[src/rtl/spike_image_sequencer.sv]
// Batch sequencer for the LFSR spike encoder: loads each image's pixels into the encoder,
// runs a presentation window and a rest window, then clears the encoder for the next image.
module spike_image_sequencer #(
  parameter int unsigned NUM_PIXELS = 784,
  parameter int unsigned PIX_W      = 32,
  parameter int unsigned PIX_AW     = 10,
  parameter int unsigned IMG_AW     = 8,
  parameter int unsigned CNT_W      = 16
) (
  input  logic              clk,
  input  logic              reset,
  input  logic              start,
  input  logic              abort,
  input  logic              pause,
  input  logic [IMG_AW-1:0] cfg_num_img,
  input  logic [CNT_W-1:0]  cfg_present,
  input  logic [CNT_W-1:0]  cfg_rest,
  output logic              mem_rd_en,
  output logic [IMG_AW-1:0] mem_img,
  output logic [PIX_AW-1:0] mem_pix,
  input  logic [PIX_W-1:0]  mem_rd_data,
  output logic              pix_wr_en,
  output logic [PIX_AW-1:0] pix_wr_idx,
  output logic [PIX_W-1:0]  pix_wr_data,
  output logic              enc_enable,
  output logic              enc_clear,
  output logic              img_done,
  output logic [IMG_AW-1:0] img_idx,
  output logic              busy,
  output logic              done
);

  typedef enum logic [1:0] {StIdle, StLoad, StPresent, StRest} state_e;

  localparam logic [PIX_AW-1:0] LastPix = PIX_AW'(NUM_PIXELS - 1);
  localparam logic [CNT_W-1:0]  CntOne  = CNT_W'(1);

  state_e              state_q, state_d;
  logic [IMG_AW-1:0]   img_q, img_d;
  logic [PIX_AW-1:0]   pix_q, pix_d;
  logic [CNT_W-1:0]    cnt_q, cnt_d;
  logic [IMG_AW-1:0]   num_q, num_d;
  logic [CNT_W-1:0]    pres_q, pres_d;
  logic [CNT_W-1:0]    rest_q, rest_d;
  logic                rd_en_q, rd_en_d;
  logic [IMG_AW-1:0]   mem_img_q, mem_img_d;
  logic [PIX_AW-1:0]   mem_pix_q, mem_pix_d;
  logic                wr_en_q, wr_en_d;
  logic [PIX_AW-1:0]   wr_idx_q, wr_idx_d;
  logic                win_q, win_d;
  logic                clear_q, clear_d;
  logic                img_done_q, img_done_d;
  logic                done_q, done_d;

  always_comb begin
    state_d    = state_q;
    img_d      = img_q;
    pix_d      = pix_q;
    cnt_d      = cnt_q;
    num_d      = num_q;
    pres_d     = pres_q;
    rest_d     = rest_q;
    rd_en_d    = 1'b0;
    mem_img_d  = '0;
    mem_pix_d  = '0;
    wr_en_d    = 1'b0;
    wr_idx_d   = '0;
    win_d      = 1'b0;
    clear_d    = 1'b0;
    img_done_d = 1'b0;
    done_d     = 1'b0;

    if (abort) begin
      state_d = StIdle;
      img_d   = '0;
      pix_d   = '0;
      cnt_d   = '0;
    end else begin
      unique case (state_q)
        StIdle: begin
          if (start) begin
            num_d  = cfg_num_img;
            pres_d = (cfg_present == '0) ? CntOne : cfg_present;
            rest_d = (cfg_rest == '0) ? CntOne : cfg_rest;
            if (cfg_num_img == '0) begin
              done_d = 1'b1;
            end else begin
              state_d = StLoad;
              img_d   = '0;
              pix_d   = '0;
              rd_en_d = 1'b1;
            end
          end
        end
        StLoad: begin
          // Write lags the read by one cycle so it lines up with the memory's read latency.
          wr_en_d  = rd_en_q;
          wr_idx_d = rd_en_q ? pix_q : '0;
          if (rd_en_q) begin
            if (pix_q != LastPix) begin
              pix_d     = pix_q + PIX_AW'(1);
              rd_en_d   = 1'b1;
              mem_pix_d = pix_q + PIX_AW'(1);
              mem_img_d = img_q;
            end
          end else begin
            state_d = StPresent;
            cnt_d   = '0;
            win_d   = 1'b1;
          end
        end
        StPresent: begin
          win_d = 1'b1;
          // Only unpaused cycles count, so pause stretches the window instead of shortening it.
          if (!pause) begin
            if (cnt_q == pres_q - CntOne) begin
              state_d    = StRest;
              win_d      = 1'b0;
              cnt_d      = '0;
              img_done_d = 1'b1;
              clear_d    = (rest_q == CntOne);
            end else begin
              cnt_d = cnt_q + CntOne;
            end
          end
        end
        StRest: begin
          if (cnt_q == rest_q - CntOne) begin
            if (img_q == num_q - IMG_AW'(1)) begin
              state_d = StIdle;
              done_d  = 1'b1;
            end else begin
              state_d   = StLoad;
              img_d     = img_q + IMG_AW'(1);
              pix_d     = '0;
              rd_en_d   = 1'b1;
              mem_img_d = img_q + IMG_AW'(1);
            end
          end else begin
            cnt_d   = cnt_q + CntOne;
            clear_d = (cnt_q + CntOne == rest_q - CntOne);
          end
        end
        default: state_d = StIdle;
      endcase
    end
  end

  always_ff @(posedge clk) begin
    if (reset) begin
      state_q    <= StIdle;
      img_q      <= '0;
      pix_q      <= '0;
      cnt_q      <= '0;
      num_q      <= '0;
      pres_q     <= '0;
      rest_q     <= '0;
      rd_en_q    <= 1'b0;
      mem_img_q  <= '0;
      mem_pix_q  <= '0;
      wr_en_q    <= 1'b0;
      wr_idx_q   <= '0;
      win_q      <= 1'b0;
      clear_q    <= 1'b0;
      img_done_q <= 1'b0;
      done_q     <= 1'b0;
    end else begin
      state_q    <= state_d;
      img_q      <= img_d;
      pix_q      <= pix_d;
      cnt_q      <= cnt_d;
      num_q      <= num_d;
      pres_q     <= pres_d;
      rest_q     <= rest_d;
      rd_en_q    <= rd_en_d;
      mem_img_q  <= mem_img_d;
      mem_pix_q  <= mem_pix_d;
      wr_en_q    <= wr_en_d;
      wr_idx_q   <= wr_idx_d;
      win_q      <= win_d;
      clear_q    <= clear_d;
      img_done_q <= img_done_d;
      done_q     <= done_d;
    end
  end

  assign mem_rd_en   = rd_en_q;
  assign mem_img     = mem_img_q;
  assign mem_pix     = mem_pix_q;
  assign pix_wr_en   = wr_en_q;
  assign pix_wr_idx  = wr_idx_q;
  // Read data arrives in the write cycle itself, so it passes straight through.
  assign pix_wr_data = wr_en_q ? mem_rd_data : '0;
  assign enc_enable  = win_q & ~pause;
  assign enc_clear   = clear_q;
  assign img_done    = img_done_q;
  assign img_idx     = img_q;
  assign busy        = (state_q != StIdle);
  assign done        = done_q;

endmodule

[config.mk]
export PLATFORM = sky130hd
export DESIGN_NAME = spike_image_sequencer
export DESIGN_NICKNAME = d
export VERILOG_FILES = /design/src/rtl/spike_image_sequencer.sv
export SDC_FILE = /design/constraint.sdc
export NUM_CORES = 1
export LEC_CHECK = 0
export CAP_MARGIN = 5
export CORE_ASPECT_RATIO = 0.75
export CORE_MARGIN = 2
export CORE_UTILIZATION = 45
export DETAILED_ROUTE_END_ITERATION = 6
export GPL_TIMING_DRIVEN = 0
export HOLD_SLACK_MARGIN = 0.08
export PLACE_DENSITY = 0.72
export RECOVER_POWER = 100
export SYNTH_ARGS = -nofsm -noshare
export SYNTH_HDL_FRONTEND = slang
export SYNTH_SLANG_ARGS = --single-unit
[constraint.sdc]
create_clock -name clk -period 4.5 [get_ports clk]
set_input_delay 0.9 -clock clk [delete_from_list [all_inputs] [get_ports clk]]
set_output_delay 0.9 -clock clk [all_outputs]
set_load 0.05 [all_outputs]
# Word level (Yosys, flattened, before mapping)
# Cells that the tools add are included.
[totals]
reg_bits = 110
output_inout_bits = 75
[op_classes]
n_addsub = 6
mux = 54
n_reduce_logical = 18
n_bitwise = 7
n_eq_ne = 19
[op_table]
columns = ["operator", "count"]
rows = [
  ["$mux 16", 6],
  ["$mux 8", 8],
  ["$mux 10", 6],
  ["$eq 16x16->1", 3],
  ["$pmux 16 s3", 1],
  ["$logic_not 16->1", 2],
  ["$mux 32", 1],
  ["$pmux 8 s2", 2],
  ["$sub 16x1->16 const B", 2],
  ["$pmux 10 s3", 1],
  ["$ne 2x2->1 const B", 10],
  ["$mux 1", 18],
  ["$add 16x1->16 const B", 1],
  ["$eq 16x1->1 const B", 1],
  ["$mux 2", 6],
  ["$add 10x1->10 const B", 1],
  ["$ne 10x10->1 const B", 1],
  ["$add 8x1->8 const B", 1],
  ["$eq 8x8->1", 1],
  ["$logic_not 8->1", 1],
  ["$pmux 2 s4", 1],
  ["$reduce_or 4->1", 2],
  ["$sub 8x1->8 const B", 1],
  ["$reduce_and 7->1", 1],
  ["other kinds (16)", 26],
]

# Logic depth before layout (Yosys ltp)
# Gate-level depths: netlist of the first run.
[depth]
ltp_word = 5
depth_mapped = 13
depth_no_buf = 10

# Worst setup path before layout of the first run
# No wires, ideal clock.
[synth_path]
path_type = "register to register"
from = "reg rest_q[0]"
to = "reg img_q[5], in the netlist img_idx[5]"
arrival_time_ns = 3.247
period_less_slack_ns = 3.326
required_time_ns = 4.420
setup_slack_ns = 1.174
setup_ns = 0.080
path_stages_with_launch = 12
cell_sequence = "dfxtp_1 inv_1 ha_1 nor3b_2 and3_1 mux2_2 or4_1 a21oi_1 nand3_1 clkbuf_1 or4_1 o211ai_1"
[synth_between]
elab_chain_len = 4
[synth_lines]
columns = ["item", "line", "text"]
rows = [
  ["from (decl)", "44", "logic [CNT_W-1:0] rest_q, rest_d;"],
  ["from (signal assigned)", "174", "rest_q <= rest_d;"],
  ["$sub 16x1->16", "128", "if (cnt_q == rest_q - CntOne) begin"],
  ["$eq 16x16->1", "128", ""],
  ["$ne 2x2->1 (no line)", "n/a", ""],
  ["$reduce_and 5->1 (no line)", "n/a", ""],
  ["to (signal assigned)", "169", "img_q <= img_d;"],
  ["to (decl)", "39", "logic [IMG_AW-1:0] img_q, img_d;"],
]
# No other way between the ends.
# A chain may end at the register's enable or synchronous reset.

# Final worst setup path of the first run
[layout_path]
from = "reg rest_q[0]"
to = "reg mem_img_q[7], in the netlist mem_img[7]"
[layout_between]
elab_chain_len = 4
[layout_lines]
columns = ["item", "line", "text"]
rows = [
  ["$sub 16x1->16", "128", ""],
  ["$eq 16x16->1", "128", ""],
  ["$mux 8", "128", ""],
  ["$pmux 8 s2", "79", "unique case (state_q)"],
  ["to (signal assigned)", "176", "mem_img_q <= mem_img_d;"],
  ["to (decl)", "46", "logic [IMG_AW-1:0] mem_img_q, mem_img_d;"],
]
# No other way between the ends.

==> results of run 1 <==
cell usage in the layout (no fill, tap or decap), drive strengths merged, types with 8 or more instances in the layout:
master         count
nand2            140
dfxtp            110
dlygate4sd3       77
clkdlybuf4s50     73
clkbuf            73
a21oi             63
nor2              57
xnor2             50
and2              45
nand3             44
xor2              30
nor3              28
inv               27
nand4             23
nor4              23
o211ai            22
o21ai             16
and3              12
ha                12
or3               11
or4               10
a31oi              9
or2                8
o31ai              8
final timing paths:
check / start / to / slack, ps / cells after the start
worst max-delay path: rest_q[0]$_SDFFE_PP0P_ / mem_img[7]$_SDFF_PP0_ / 450 / 11
worst min-delay path: pres_q[15]$_SDFFE_PP0P_ / pres_q[15]$_SDFFE_PP0P_ / 480 / 2
worst max register to register: rest_q[0]$_SDFFE_PP0P_ / mem_img[7]$_SDFF_PP0_ / 450 / 11
worst min register to register: pres_q[15]$_SDFFE_PP0P_ / pres_q[15]$_SDFFE_PP0P_ / 480 / 2
layer usage:
metal  share of wire  wire length (µm)
met5               0                 0
met2            0.42              8935
met1            0.47              9883
met4           0.013               280
met3           0.098              2075
power by group:
part / total, W / internal [W] / switching, W
combinational: 0.000509 / 0.000225 / 0.000284
sequential: 0.00102 / 0.000992 / 0.0000229
clock: 0.000822 / 0.000400 / 0.000421
critical path: cells and delay by family (launching register included):
family | cells | cell delay [ps]
and+or+nand+nor | 5 | 1770
buffers and inverters | 2 | 660
AOI/OAI and AO/OA | 2 | 550
DFF | 1 | 400
muxes | 1 | 360
adders and majority gates | 1 | 210
sequential cells by signal (all words and copies together), names as in the netlist:
signal      cells
num_q           8
pix_q          10
state_q         2
cnt_q          16
enc_clear       1
mem_pix        10
mem_rd_en       1
pres_q         16
rest_q         16
win_q           1
pix_wr_idx     10
img_idx         8
img_done        1
pix_wr_en       1
mem_img         8
done            1
kinds of logic after synthesis:
kind of cell,synth area share
xor gates and xnor gates,0.1005
buffers and inverters,0.05221
muxes,0.01023
and+or+nand+nor,0.3249
DFF,0.3158
adders and majority gates,0.02153
AOI/OAI and AO/OA,0.1749
area by class of cell:
type	instances	share of cell area
Clock buffer	9	0.02493
Inverter	23	0.009555
Clock inverter	7	0.009555
Sequential cell	110	0.2437
Tap cell	205	0.02839
Buffer	70	0.03047
Multi-Input combinational cell	716	0.4872
Timing Repair Buffer	150	0.1662
stage by stage:
| step | total power, W | std cells | cell area (µm²) | hold WS (ps) | util |
|---|---|---|---|---|---|
| final | 0.002346 | 1290 | 9035 | 479.5 | 0.5954 |
| after global placement | 0.001536 | 1274 | 8732 | 462.8 | 0.5754 |
| after global routing | 0.002445 | 1290 | 9035 | 500.4 | 0.5954 |
| after floorplan | 0.001373 | 919 | 6974 | 447.8 | - |
| after detailed placement | 0.001539 | 1274 | 8732 | 470.3 | 0.5754 |
| after CTS | 0.002355 | 1290 | 9044 | 480.0 | 0.5959 |
==> results_dict.tcl, run 1 <==
set metrics [dict create \
    grt_pass1_vias 6622 \
    grtUsageMet1 0.3623 \
    status "finished with violations" \
    gr-usage-met2 0.3904 \
    syn_area_um2 6974 \
    finalSetupTns_ps 0 \
    violations "design-rule violations" \
    regArea_um2 2202 \
    cp_common_cell "a21oi_1" \
    ioPinCount 152 \
    row_count 39 \
    worst_pin_slew_ps 1073 \
    num_antenna_cells 0 \
    syn_nets 1008 \
    endpoint_kind "register" \
    cts_buffers 9 \
    grt_most_used_layer "met2" \
    cts.sinks 110 \
    post-route-drc-count 2 \
    core-area_um2 15180 \
    grt_pass1_wl_um 34010 \
    drt_iter0_markers 811 \
    portBuffers 150 \
    post_cts_resize_count 0 \
    die_w_um 147.8 \
    slew_viol_final 0 \
    synth.top_cell.area_share 0.3158 \
    syn_to_final_growth_pct 29.55 \
    syn-instance-count 919 \
    die_area_um2 16520 \
    overflow 0 \
    cts_hold_buffers 0 \
    period_share 0.9001 \
    htree_levels 3 \
    yosysMostFrequentCell "nand2_1" \
    clock.fmax_ghz 0.2469 \
    crit_fanout 10 \
    ys_seq_area_frac 0.3158 \
    ys_top_cells_by_count "nand2_1, dfxtp_1, a21oi_1" \
    path_class "register to register" \
    cap_violations 0 \
    powerDensity_nw_per_um2 259.7 \
    wirelength_um 21170 \
    ys_warn_count 0 \
    root_buffer "clkbuf_16" \
    ir_worst_vdd_uv 202.1 \
    grt_usage 0.2530 \
    first_pass_iters 7 \
    ys_types 70 \
    chipHeight_um 111.8 \
    yosys_register_bits 110 \
    start_util 0.4596 \
    tritoncts "built" \
    grt_setup_unrepaired "false" \
    place_ws_ps 611.1 \
    crit_chain "inv_1 > ha_1 > nor3b_2 > and3_1 > mux2_1 > or4_1 > a21oi_1 > and2_0 > clkbuf_1 > nand3_1 > a21oi_1" \
    p_leak_nw 3.421 \
    worstHoldPathType "register to register" \
    cp_data_arrival_time_ps 4340 \
    slew_headroom 0.2829 \
    viasPerCell 5.729 \
    hold_viol_final 0 \
    gp_congestion 0.9540 \
    ys.flop_type "dfxtp_1" \
    period_needed_ps 4051 \
    skew_ps 9.868 \
    max_stage_delay_ps 560 \
    layout-drive-gt1-share 0.03871 \
    synth_top_cells_by_area "dfxtp_1, nand2_1, xnor2_1" \
    clkLatencyLatePin_ps 370 \
    n_fill_cell 1429 \
    wl_per_cell_um 16.41 \
    clockBufferDepth 2 \
    worstSetupStartpointType "register" \
    cts_setup_buffers 0 \
    grt_antenna_before_repair 0 \
    multiInputGateArea_um2 4402 \
    grt_max_degree 23 \
    vias 7391 \
    async_flop_share 0 \
    clkTransAtPathRegs_ps 80 \
    met3_usage 0.05533 \
    fin_ws_ps 449.5 \
    crit_slowest_cell "nor3b_2" \
    synth_edf_count 0 \
    final_nets 1169 \
    antenna_left 0 \
    setup_viol 0 \
    crit_required_ps 4790 \
    dp_hpwl_um 16510 \
    yosys.area.top_type "dfxtp_1" \
    avgSynthCellArea_um2 7.589 \
]
Note: power is estimated with default switching activity, not from simulation.
==> run 2, diff against run 1 <==
Settings changed: PLACE_DENSITY 0.72 to 0.75.
Clock period 4.5 ns to 3.6 ns, I/O delays scaled along.
==> run 2 against run 1 <==
Net effect: the flow now finishes without violations; sequential cell count stayed put; count of clock-buffer cells in the layout stayed put; register-to-register slack worse by 290 ps; first-iteration DRC count is 7.8% lower; final cell count is 0.23% higher; highest routed layer unchanged; critical path depth is 1 lower.
==> results_dict.tcl, run 2 (synthesis results as in run 1) <==
set metrics [dict create \
    drt_iter0_markers 748 \
    slew_viol_final 0 \
    clockPowerShare 0.349 \
    wirelength_um 21170 \
    mostFrequentLayoutCells "nand2_1, dfxtp_1, dlygate4sd3_1" \
    cts_buffers 9 \
    max_stage_delay_ps 520 \
    clockBufferDepth 2 \
    dp_hpwl_um 16400 \
    place_area_um2 8732 \
    path_class "register to register" \
    first_pass_iters 7 \
    cp_data_arrival_time_ps 3700 \
    worstSetupStartpointType "register" \
    start_util 0.4596 \
    wl_per_cell_um 16.37 \
    hold_viol_final 0 \
    period_needed_ps 3444 \
    core-area_um2 15180 \
    clkLatencyLatePin_ps 360 \
    die_w_um 147.8 \
    final_common_cell "nand2_1" \
    p_sw_frac 0.3137 \
    combPwrFrac 0.225 \
    clkTransAtPathRegs_ps 80 \
    fin_ws_ps 156.3 \
    grt_pass1_wl_um 34720 \
    num_antenna_cells 0 \
    endpoint_kind "register" \
    syn_to_final_growth_pct 31.34 \
    chipHeight_um 111.8 \
    die_area_um2 16520 \
    skew_ps 10.85 \
    clock.fmax_ghz 0.2904 \
    cp_top_family "simple AND/OR/NAND/NOR gates" \
    ioPinCount 152 \
    final_nets 1172 \
    p_switching_w 0.0009343 \
    grt_pass1_vias 6744 \
    gp_congestion 0.9016 \
    setup_viol 0 \
    critPathBufInv 2 \
    overflow 0 \
    ir_worst_vdd_uv 270.4 \
    grt_max_degree 23 \
    tritoncts "built" \
    slew_headroom 0.5355 \
    hold-worst-slack_ps 480.1 \
    final_area_um2 9160 \
    finalSetupTns_ps 0 \
    crit_fanout 10 \
    post-route-drc-count 0 \
    portBuffers 150 \
    grt_usage 0.2572 \
    cts.sinks 110 \
    period_share 0.9566 \
    fin_total_pwr_w 0.002978 \
    crit_chain "clkbuf_1 > clkbuf_1 > nand4_1 > nor3_1 > and3_1 > and3_1 > xor2_1 > a2111oi_0 > o2111ai_1 > o41ai_1" \
    n_fill_cell 1406 \
    row_count 39 \
    htree_levels 3 \
    status "complete, no violations" \
    root_buffer "clkbuf_16" \
    p_leak_nw 3.484 \
    worstHoldPathType "register to register" \
    grt_antenna_before_repair 0 \
    p_seq_frac 0.426 \
    regArea_um2 2202 \
    reg_top3 "cnt_q x16, pres_q x16, rest_q x16" \
    vias 7400 \
    viasPerCell 5.723 \
    crit_slowest_cell "nor3_1" \
    place_ws_ps -397.0 \
    antenna_left 0 \
    intPower_w 0.002044 \
    crit_required_ps 3860 \
    layout-drive-gt1-share 0.05974 \
    multiInputGateArea_um2 4492 \
    worst_pin_slew_ps 690.3 \
    powerDensity_nw_per_um2 325.2 \
    cap_violations 0 \
]
run 2: area by class of cell:
cell class | instances | area share
well taps | 205 | 0.02800
inverters | 23 | 0.009425
flip-flops and latches | 110 | 0.2404
clock inverters | 7 | 0.009152
plain buffers | 69 | 0.03087
repair buffers | 154 | 0.1672
multi-input cells | 716 | 0.4904
clock buffers | 9 | 0.02459
run 2: worst paths after layout:
path | startpoint | to | slack [ps] | cells after the start
setup reg to reg | cnt_q[5]$_SDFFE_PP0P_ | enc_clear$_SDFF_PP0_ | 160 | 10
setup / recovery | cnt_q[5]$_SDFFE_PP0P_ | enc_clear$_SDFF_PP0_ | 160 | 10
hold / removal | num_q[1]$_SDFFE_PP0P_ | num_q[1]$_SDFFE_PP0P_ | 480 | 2
hold reg to reg | num_q[1]$_SDFFE_PP0P_ | num_q[1]$_SDFFE_PP0P_ | 480 | 2
run 2: timing repair:
item / CTS / global route
setup endpoints to repair: 33 / 39
hold buffers: 0 / 0
pin swaps: 0 / 3
resized for setup: 8 / 20
setup buffers: 0 / 4
endpoints found under the hold margin: 0 / 0
run 2: metrics by stage:
stage,std cells,utilization
2_1_floorplan,919,-
3_3_place_gp,1274,0.5754
3_5_place_dp,1274,0.5754
4_1_cts,1290,0.5977
5_1_grt,1293,0.6036
6_report,1293,0.6036
run 2: power groups by stage:
| stage | combinational (W) | sequential, W | clock, W |
|---|---|---|---|
| floorplan | 0.000425 | 0.00129 | 0 |
| global placement | 0.000619 | 0.00130 | 0 |
| detailed placement | 0.000626 | 0.00130 | 0 |
| CTS | 0.000636 | 0.00127 | 0.00105 |
| global route | 0.000734 | 0.00127 | 0.00111 |
| finish | 0.000669 | 0.00127 | 0.00104 |
run 2: metal layers:
metal / global-route usage / up-vias / share of wire / wire [µm]
met5: 0 / - / 0 / 0
met4: 0.06410 / 0 / 0.014 / 306
met3: 0.04877 / 25 / 0.096 / 2042
met2: 0.3922 / 369 / 0.42 / 8955
met1: 0.3739 / 3413 / 0.47 / 9864
li1: - / 3593 / - / -
run 2: worst min-delay path: stages (launching register included):
cell	delay, ps
dfxtp_1	330
nand2_1	60
a21oi_1	50
==> run 3, diff against run 2 <==
Settings changed: PLACE_DENSITY 0.75 to 0.78.
==> run 3 against run 2 <==
Net effect: non-clock buffer count decreased by 3; sequential share of layout area grew 0.069 points; power fell by 0.31%; routed wire length increased by 1.1%; via count up 1.1%.
==> results_dict.tcl, run 3 (synthesis results as in run 1) <==
set metrics [dict create \
    die_area_um2 16520 \
    vias 7478 \
    start_util 0.4596 \
    critPathBufInv 2 \
    hold_path_depth 2 \
    die_w_um 147.8 \
    hold-worst-slack_ps 475.6 \
    ioPinCount 152 \
    p_leak_nw 3.471 \
    worstSetupStartpointType "register" \
    slew_viol_final 0 \
    mostFrequentLayoutCells "nand2_1, dfxtp_1, dlygate4sd3_1" \
    core-area_um2 15180 \
    reg_top3 "cnt_q x16, pres_q x16, rest_q x16" \
    crit_fanout 8 \
    path_class "register to register" \
    portBuffers 150 \
    grtUsageMet1 0.3560 \
    antenna_left 0 \
    worst_pin_slew_ps 782.6 \
    clockBufferDepth 2 \
    status "complete, no violations" \
    grt_max_degree 23 \
    cts.sinks 110 \
    cts_hold_buffers 0 \
    powerDensity_nw_per_um2 325.1 \
    drt_iter0_markers 843 \
    wirelength_um 21390 \
    final_common_cell "nand2_1" \
    period_share 0.9576 \
    chipHeight_um 111.8 \
    grt_usage 0.2562 \
    met3_usage 0.06148 \
    clock.fmax_ghz 0.2901 \
    gr-usage-met2 0.3957 \
    grt_pass1_wl_um 34340 \
    cts_buffers 9 \
    layout-drive-gt1-share 0.05525 \
    endpoint_kind "register" \
    root_buffer "clkbuf_16" \
    grt_antenna_before_repair 0 \
    max_stage_delay_ps 540 \
    cp_top_family "simple AND/OR/NAND/NOR gates" \
    row_count 39 \
    setup_viol 0 \
    cap_violations 0 \
    final_nets 1170 \
    place_ws_ps -334.9 \
    fin_ws_ps 152.6 \
    clkLatencyLatePin_ps 380 \
    gp_congestion 0.9424 \
    overflow 0 \
    regArea_um2 2202 \
    crit_chain "buf_2 > inv_1 > ha_1 > or3b_4 > nor4_2 > mux2i_1 > a32oi_1 > nand4_1 > o31a_1 > or4_1 > a221oi_2" \
    n_fill_cell 1406 \
    period_needed_ps 3447 \
    hold_viol_final 0 \
    crit_required_ps 3900 \
    tritoncts "built" \
    grt_pass1_vias 6753 \
    ir_worst_vdd_uv 322.2 \
    num_antenna_cells 0 \
    slew_headroom 0.4735 \
    htree_levels 3 \
    rr_worst_depth 11 \
    cp_data_arrival_time_ps 3750 \
    post-route-drc-count 0 \
    wl_per_cell_um 16.57 \
    grt_most_used_layer "met2" \
    crit_cells 11 \
    crit_slowest_cell "or4_1" \
    syn_to_final_growth_pct 30.97 \
    first_pass_iters 6 \
    viasPerCell 5.792 \
    worstHoldPathType "register to register" \
    multiInputGateArea_um2 4491 \
    dp_hpwl_um 16300 \
    skew_ps 13.71 \
    clkTransAtPathRegs_ps 90 \
]
## run 3: cell types whose count changed in the layout (fill, tap and decap cells not counted), sizes merged
cell,before,now
buf,12,9
nor3b,6,7
## run 3: where the power goes
group / switching, W / internal [W] / total [W]
clock network: 0.000538 / 0.000500 / 0.00104
logic: 0.000366 / 0.000296 / 0.000662
registers: 0.0000289 / 0.00124 / 0.00127
total: 0.000933 / 0.00204 / 0.00297
## run 3: worst min-delay path, cell delays in order, from the launching register on
cell and delay [ps]:
dfxtp_1 320, nand2_1 60, a21oi_1 50
## run 3: cell type report
class	instances	share of cell area
clock inverter	7	0.008904
inverter	23	0.009452
buffer	69	0.03096
sequential	110	0.2411
timing repair buffer	151	0.1652
clock buffer	9	0.02466
multi-input combinational	717	0.4916
tap	205	0.02808
## run 3: metal layers
metal,part of all wire,up-vias
met4,0.017,0
li1,-,3588
met2,0.43,442
met1,0.44,3410
met3,0.11,38
met5,0,-
## run 3: per-stage QoR
step / power (W) / utilization / std cells / instance area (µm²) / TNS [ps]
3_5_place_dp: 0.001922 / 0.5754 / 1274 / 8732 / -6488
6_report: 0.002969 / 0.6019 / 1291 / 9134 / 0
5_1_grt: 0.003097 / 0.6019 / 1291 / 9134 / -16.85
4_1_cts: 0.002956 / 0.5973 / 1290 / 9065 / 0
3_3_place_gp: 0.001913 / 0.5754 / 1274 / 8732 / -5186
2_1_floorplan: 0.001716 / - / 919 / 6974 / 0
## run 3: repair_timing
action,4_1_cts,5_1_grt
buffers inserted,0,1
pin swaps,0,1
setup endpoints to repair,32,39
gates resized for setup,6,20
cloned,0,1
## run 3: final timing paths
check	to	slack, ps	startpoint
max	state_q[0]$_SDFFE_PP0P_	150	pres_q[1]$_SDFFE_PP0P_
min	pres_q[15]$_SDFFE_PP0P_	480	pres_q[15]$_SDFFE_PP0P_
max reg2reg	state_q[0]$_SDFFE_PP0P_	150	pres_q[1]$_SDFFE_PP0P_
min reg2reg	pres_q[15]$_SDFFE_PP0P_	480	pres_q[15]$_SDFFE_PP0P_
